===== src/rtl/wide_to_narrow_ser_if.sv =====
// Word-in / beat-out handshake bundle for wide_to_narrow_ser.
// out_parity exists only when WIDE_TO_NARROW_SER_PARITY_EN is defined.
interface wide_to_narrow_ser_if #(
  parameter int IN_W  = 32,
  parameter int OUT_W = 8
);
  logic             in_valid;
  logic             in_ready;
  logic [IN_W-1:0]  data_in;
  logic             out_valid;
  logic             out_ready;
  logic [OUT_W-1:0] data_out;
  logic             out_last;
  logic             busy;
`ifdef WIDE_TO_NARROW_SER_PARITY_EN
  logic             out_parity;
`endif

  modport slave (
    input  in_valid, data_in, out_ready,
    output in_ready, out_valid, data_out, out_last, busy
`ifdef WIDE_TO_NARROW_SER_PARITY_EN
    , output out_parity
`endif
  );

  modport master (
    output in_valid, data_in, out_ready,
    input  in_ready, out_valid, data_out, out_last, busy
`ifdef WIDE_TO_NARROW_SER_PARITY_EN
    , input out_parity
`endif
  );
endinterface


===== src/rtl/wide_to_narrow_ser.sv =====
// Splits IN_W words into IN_W/OUT_W beats with a one-word skid register.
// Optional beat parity output: define WIDE_TO_NARROW_SER_PARITY_EN.
module wide_to_narrow_ser #(
  parameter int IN_W      = 32,
  parameter int OUT_W     = 8,
  parameter int MSB_FIRST = 0
) (
  input  logic               div_8_clk,
  input  logic               rst_n,
  wide_to_narrow_ser_if.slave bus
);
  localparam int N     = IN_W / OUT_W;
  localparam int IDX_W = (N > 1) ? $clog2(N) : 1;

  typedef enum logic {IDLE, SHIFT} state_t;

  state_t            r_state, w_nxt_state;
  logic [IDX_W-1:0]  r_idx, w_nxt_idx;
  logic [IN_W-1:0]   r_shift, w_nxt_shift;
  logic [IN_W-1:0]   r_pend, w_nxt_pend;
  logic              r_pend_vld, w_nxt_pend_vld;
  logic              r_in_ready;

  logic [N-1:0][OUT_W-1:0] w_beats;
  logic w_in_xfer, w_out_xfer, w_last, w_out_valid;

  // Beat k in transmit order, independent of MSB_FIRST downstream
  for (genvar k = 0; k < N; k++) begin : g_beat
    if (MSB_FIRST != 0) begin : g_msb
      assign w_beats[k] = r_shift[(N-1-k)*OUT_W +: OUT_W];
    end else begin : g_lsb
      assign w_beats[k] = r_shift[k*OUT_W +: OUT_W];
    end
  end

  assign w_out_valid = (r_state == SHIFT);
  assign w_last      = (r_idx == IDX_W'(N-1));
  assign w_in_xfer   = bus.in_valid && r_in_ready;
  assign w_out_xfer  = w_out_valid && bus.out_ready;

  always_comb begin
    w_nxt_state    = r_state;
    w_nxt_idx      = r_idx;
    w_nxt_shift    = r_shift;
    w_nxt_pend     = r_pend;
    w_nxt_pend_vld = r_pend_vld;
    unique case (r_state)
      IDLE: begin
        if (w_in_xfer) begin
          w_nxt_shift = bus.data_in;
          w_nxt_idx   = '0;
          w_nxt_state = SHIFT;
        end
      end
      SHIFT: begin
        if (w_out_xfer && w_last) begin
          w_nxt_idx = '0;
          if (r_pend_vld) begin
            w_nxt_shift    = r_pend;
            w_nxt_pend_vld = 1'b0;
          end else if (w_in_xfer) begin
            w_nxt_shift = bus.data_in;
          end else begin
            w_nxt_state = IDLE;
          end
        end else begin
          if (w_out_xfer)
            w_nxt_idx = r_idx + IDX_W'(1);
          // Any other accepted word is parked until the current one drains
          if (w_in_xfer) begin
            w_nxt_pend     = bus.data_in;
            w_nxt_pend_vld = 1'b1;
          end
        end
      end
      default: w_nxt_state = IDLE;
    endcase
  end

  always_ff @(posedge div_8_clk or negedge rst_n) begin
    if (!rst_n) begin
      r_state    <= IDLE;
      r_idx      <= '0;
      r_shift    <= '0;
      r_pend     <= '0;
      r_pend_vld <= 1'b0;
      r_in_ready <= 1'b0;
    end else begin
      r_state    <= w_nxt_state;
      r_idx      <= w_nxt_idx;
      r_shift    <= w_nxt_shift;
      r_pend     <= w_nxt_pend;
      r_pend_vld <= w_nxt_pend_vld;
      r_in_ready <= !w_nxt_pend_vld;
    end
  end

  assign bus.in_ready  = r_in_ready;
  assign bus.out_valid = w_out_valid;
  assign bus.data_out  = w_out_valid ? w_beats[r_idx] : '0;
  assign bus.out_last  = w_out_valid && w_last;
  assign bus.busy      = w_out_valid || r_pend_vld;

`ifdef WIDE_TO_NARROW_SER_PARITY_EN
  logic [N-1:0][OUT_W-1:0] w_nxt_beats;
  logic                    r_parity;

  for (genvar k = 0; k < N; k++) begin : g_nxt_beat
    if (MSB_FIRST != 0) begin : g_msb
      assign w_nxt_beats[k] = w_nxt_shift[(N-1-k)*OUT_W +: OUT_W];
    end else begin : g_lsb
      assign w_nxt_beats[k] = w_nxt_shift[k*OUT_W +: OUT_W];
    end
  end

  // Parity is computed from the beat that will be presented next cycle
  always_ff @(posedge div_8_clk or negedge rst_n) begin
    if (!rst_n)
      r_parity <= 1'b0;
    else
      r_parity <= (w_nxt_state == SHIFT) ? ^w_nxt_beats[w_nxt_idx] : 1'b0;
  end

  assign bus.out_parity = r_parity;
`endif

endmodule


===== src/flat_wrapper.sv =====
// flat-port wrapper written by rule: the top's interface ports become plain ports
module wide_to_narrow_ser_flat 
#(
  parameter int IN_W      = 32,
  parameter int OUT_W     = 8,
  parameter int MSB_FIRST = 0
)
  (div_8_clk, rst_n, bus_in_valid, bus_data_in, bus_out_ready, bus_in_ready, bus_out_valid, bus_data_out, bus_out_last, bus_busy);
  wide_to_narrow_ser_if #(.IN_W(IN_W), .OUT_W(OUT_W)) bus_i ();
  input  logic div_8_clk;
  input  logic rst_n;
  input wire logic [$bits(bus_i.in_valid)-1:0] bus_in_valid;
  input wire logic [$bits(bus_i.data_in)-1:0] bus_data_in;
  input wire logic [$bits(bus_i.out_ready)-1:0] bus_out_ready;
  output wire logic [$bits(bus_i.in_ready)-1:0] bus_in_ready;
  output wire logic [$bits(bus_i.out_valid)-1:0] bus_out_valid;
  output wire logic [$bits(bus_i.data_out)-1:0] bus_data_out;
  output wire logic [$bits(bus_i.out_last)-1:0] bus_out_last;
  output wire logic [$bits(bus_i.busy)-1:0] bus_busy;
  assign bus_i.in_valid = bus_in_valid;
  assign bus_i.data_in = bus_data_in;
  assign bus_i.out_ready = bus_out_ready;
  assign bus_in_ready = bus_i.in_ready;
  assign bus_out_valid = bus_i.out_valid;
  assign bus_data_out = bus_i.data_out;
  assign bus_out_last = bus_i.out_last;
  assign bus_busy = bus_i.busy;
  wide_to_narrow_ser #(.IN_W(IN_W), .OUT_W(OUT_W), .MSB_FIRST(MSB_FIRST)) u_core (.div_8_clk(div_8_clk), .rst_n(rst_n), .bus(bus_i));
endmodule

===== config.mk =====
export PLATFORM = sky130hd
export DESIGN_NAME = wide_to_narrow_ser_flat
export DESIGN_NICKNAME = d
export VERILOG_FILES = /design/src/rtl/wide_to_narrow_ser_if.sv /design/src/rtl/wide_to_narrow_ser.sv /design/src/flat_wrapper.sv
export SDC_FILE = /design/constraint.sdc
export NUM_CORES = 1
export LEC_CHECK = 0
export BUFFER_PORTS_ARGS = -buffer_cell sky130_fd_sc_hd__buf_2
export CAP_MARGIN = 25
export CELL_PAD_IN_SITES_DETAIL_PLACEMENT = 0
export CELL_PAD_IN_SITES_GLOBAL_PLACEMENT = 1
export CORE_MARGIN = 5
export CORE_UTILIZATION = 47
export DETAILED_ROUTE_END_ITERATION = 12
export GPL_TIMING_DRIVEN = 0
export PLACE_DENSITY_LB_ADDON = 0.1
export SLEW_MARGIN = 30
export SYNTH_ARGS = -nofsm -noshare
export SYNTH_HDL_FRONTEND = slang
export SYNTH_SLANG_ARGS = --single-unit

===== constraint.sdc =====
create_clock -name div_8_clk -period 2.05 [get_ports div_8_clk]
set_input_delay 0.41 -clock div_8_clk [delete_from_list [all_inputs] [get_ports div_8_clk]]
set_output_delay 0.41 -clock div_8_clk [all_outputs]
set_load 0.1 [all_outputs]

==> flow_summary_export.csv <==
group,metric,value,unit
die,die_h,93.3,um
sta,worst_pin_slew,0.496,ns
synth,async_flop_share,100,%
synth,synth_enable_flop_cells,0,
global_route,first_global_vias,2034,
run_status,status,"finished with violations",
sta,finalSetupViolCount,8,
setup_path,reg2reg_from,"u_core.r_idx[0]$_DFFE_PN0P_",
drt,wl_per_cell,17.5,um
setup_path,critical_path.top_delay_family,"multiplexers",
finish,syn2layout_area_growth,26.8,%
setup_path,end_kind,"primary output",
setup_path,path_cells,"buf_4, buf_16, mux4_2, and2_4, buf_12",
setup_path,crit_required,1.64,ns
global_route,grt_max_degree,38,
setup_path,critPathLaunchType,"flip-flop",
setup_path,r2r_end,"u_core.r_shift[5]$_DFFE_PN0P_",
clock_tree,cts_tree,"yes",
synth,synthFlopType,"dfrtp_1",
synth,yosysMostFrequentCell,"dfrtp_1",
clock_tree,clock_path_buffers,2,
synth,yosysSeqAreaShare,53.0,%
die,die_w,93.3,um
setup_path,max_stage_delay,0.48,ns
placed_design,pre_cts_ws,-0.0502,ns
drt,viasPerCell,5.22,
clock_tree,cts.sinks,69,
synth,synth_area_per_cell,15.2,um^2
die,ios,48,
sta,fmax,456,MHz
sta,final.period_utilization,107,%
finish,diodes,0,
placed_design,io_buffers,47,
finish,drive_above_1_share,61.0,%
synth,synth_top_area_share,53.0,%
sta,rsz0062_at_grt,"yes",
synth,ys_ff_latch,69,
sta,slew_headroom,66.9,%
drt,drcViolationCount,0,
die,row_count,30,
setup_path,critical_path.max_fanout,5,
sta,finalMaxSlewViolations,0,
synth,syn-cell-area,3260,um^2
setup_path,path_class,"reg -> out",
drt,wl_met3,248,um
sta,finalCriticalPeriod,2.19,ns
worst_hold_path,hp-class,"in -> async",
run_status,violations,"negative setup slack",
synth,synth.net_count,251,
global_route,overflow,0,
drt,routed_wl,6.49,mm
drt,initialDrtViolationCount,37,
setup_path,cpMaxStageDelayCell,"mux4_2",
clock_tree,cts_buffers,9,
run,drv_cap,0,
drt,firstDrtPassIters,4,
sta,skew,0.00830,ns
clock_tree,htreeDepth,3,
global_route,antenna_found_initial,0,
drt,num_vias,1933,
synth,yosysWarnings,0,
synth,yosysUniqueCellTypes,18,
drt,met1_length,3.11,mm
drt,ant_nets,0,
global_route,grt_pass1_wl,10.8,mm
sta,hold_violations,0,
placed_design,place.gp.congestion,0.732,
finish,nFillCells,548,
global_route,track_usage,16.6,%
setup_path,reg2reg_depth,9,
clock_tree,root_buffer,"clkbuf_8",
setup_path,r2r_slack,0.09,ns
finish,fin_util,61.2,%
drt,dr.max_layer_used,"met4",
synth,synth_area_leaders,"dfrtp_1, mux2_2, mux2_1",
sta,worst_slack,-0.141,ns
setup_path,critPathBufInv,3,
die,core_area,6760,um^2
placed_design,dp_hpwl,4.52,mm
synth,synthCells,214,
setup_path,arrival,1.78,ns
clock_tree,clock_latency,0.33,ns
drt,wl_met2,3.05,mm
synth,synth_common_cells,"dfrtp_1, mux2_2, mux2_1",
die,initial_core_util,48.2,%
clock_tree,path_clk_slew,0.07,ns
finish,fin_nets,322,
synth,synth_largest_area_cell,"dfrtp_1",
die,dieArea,8700,um^2
==> layer usage <==
| layer | vias to the layer above | GRT usage, % |
|---|---|---|
| li1 | 922 | - |
| met1 | 971 | 23.5 |
| met2 | 33 | 25.0 |
| met3 | 7 | 4.91 |
| met4 | 0 | 4.76 |
| met5 | - | 0 |
==> state kept, by name, indices dropped and copies added (netlist names), named ones only <==
signal                flops
u_core.bus.in_ready       1
u_core.bus.out_valid      1
u_core.r_idx              2
u_core.r_pend            32
u_core.r_shift           32
==> per-stage QoR <==
stage          TNS, ns  instance area [um^2]  std cells  hold slack, ns
2_1_floorplan        0                  3270        214           0.114
3_3_place_gp    -0.317                  3610        341           0.480
3_5_place_dp    -0.322                  3630        342           0.389
4_1_cts          -1.08                  4020        362          0.0259
5_1_grt          -1.81                  4130        370          0.0343
6_report         -1.05                  4130        370          0.0194
==> cell type report <==
class / instances / area, um^2 / area share, %
sequential: 69 / 1730 / 41.8
multi-input combinational: 132 / 1480 / 35.9
buffer: 13 / 121 / 2.94
clock buffer: 11 / 141 / 3.42
tap: 80 / 100 / 2.42
clock inverter: 5 / 50.0 / 1.21
timing repair buffer: 60 / 507 / 12.3
==> worst register-to-register path, stage by stage, from the launching register on <==
cell and delay [ns]:
dfrtp_1 0.37, buf_6 0.11, buf_4 0.10, buf_4 0.10, ha_4 0.13, nand2_1 0.13, a22oi_2 0.21, buf_4 0.15
buf_4 0.18, mux2_2 0.35
==> kinds of logic (layout without fill, tap and decap cells) <==
logic type	Yosys count	after routing	synth area share [%]
AO/OA/AOI/OAI	5	5	1.15
multiplexers	104	104	38.7
adder cells (fa/ha/maj)	1	1	0.384
buffers and inverters	13	89	2.80
AND/OR/NAND/NOR	22	22	3.96
flip-flops	69	69	53.0
==> timing repair <==
action / in CTS / in global routing
hold buffers: 0 / 0
endpoints found under the setup margin: 8 / 63
buffers inserted: 3 / 8
pin swaps: 0 / 2
resized for setup: 47 / 16
gates cloned: 1 / 0
==> placed cells by master, fill, tap and decap left out, types with 4 or more instances in the layout <==
cell type and n:
buf_4 15, buf_6 7, mux2_2 66, mux4_2 8, and2_4 9, buf_12 10
buf_2 37, clkinv_2 4, nand2_1 7, clkbuf_8 10, dfrtp_1 67, mux2_1 30
==> worst max-delay path by stage <==
stage	slack, ns	to	start	depth (start not counted)
detailed placement	-0.05	bus_data_out[1]	u_core.r_idx[0]$_DFFE_PN0P_	4
CTS	-0.14	bus_data_out[5]	u_core.r_idx[0]$_DFFE_PN0P_	5
floorplan	0.01	bus_data_out[0]	u_core.bus.out_valid$_DFF_PN0_	3
finish	-0.14	bus_data_out[2]	u_core.r_idx[0]$_DFFE_PN0P_	5
global route	-0.24	bus_data_out[2]	u_core.r_idx[0]$_DFFE_PN0P_	5
global placement	-0.05	bus_data_out[1]	u_core.r_idx[0]$_DFFE_PN0P_	4
Power is not shown: default switching activity piles up to over one toggle a cycle in this logic, so the estimate is an artifact.
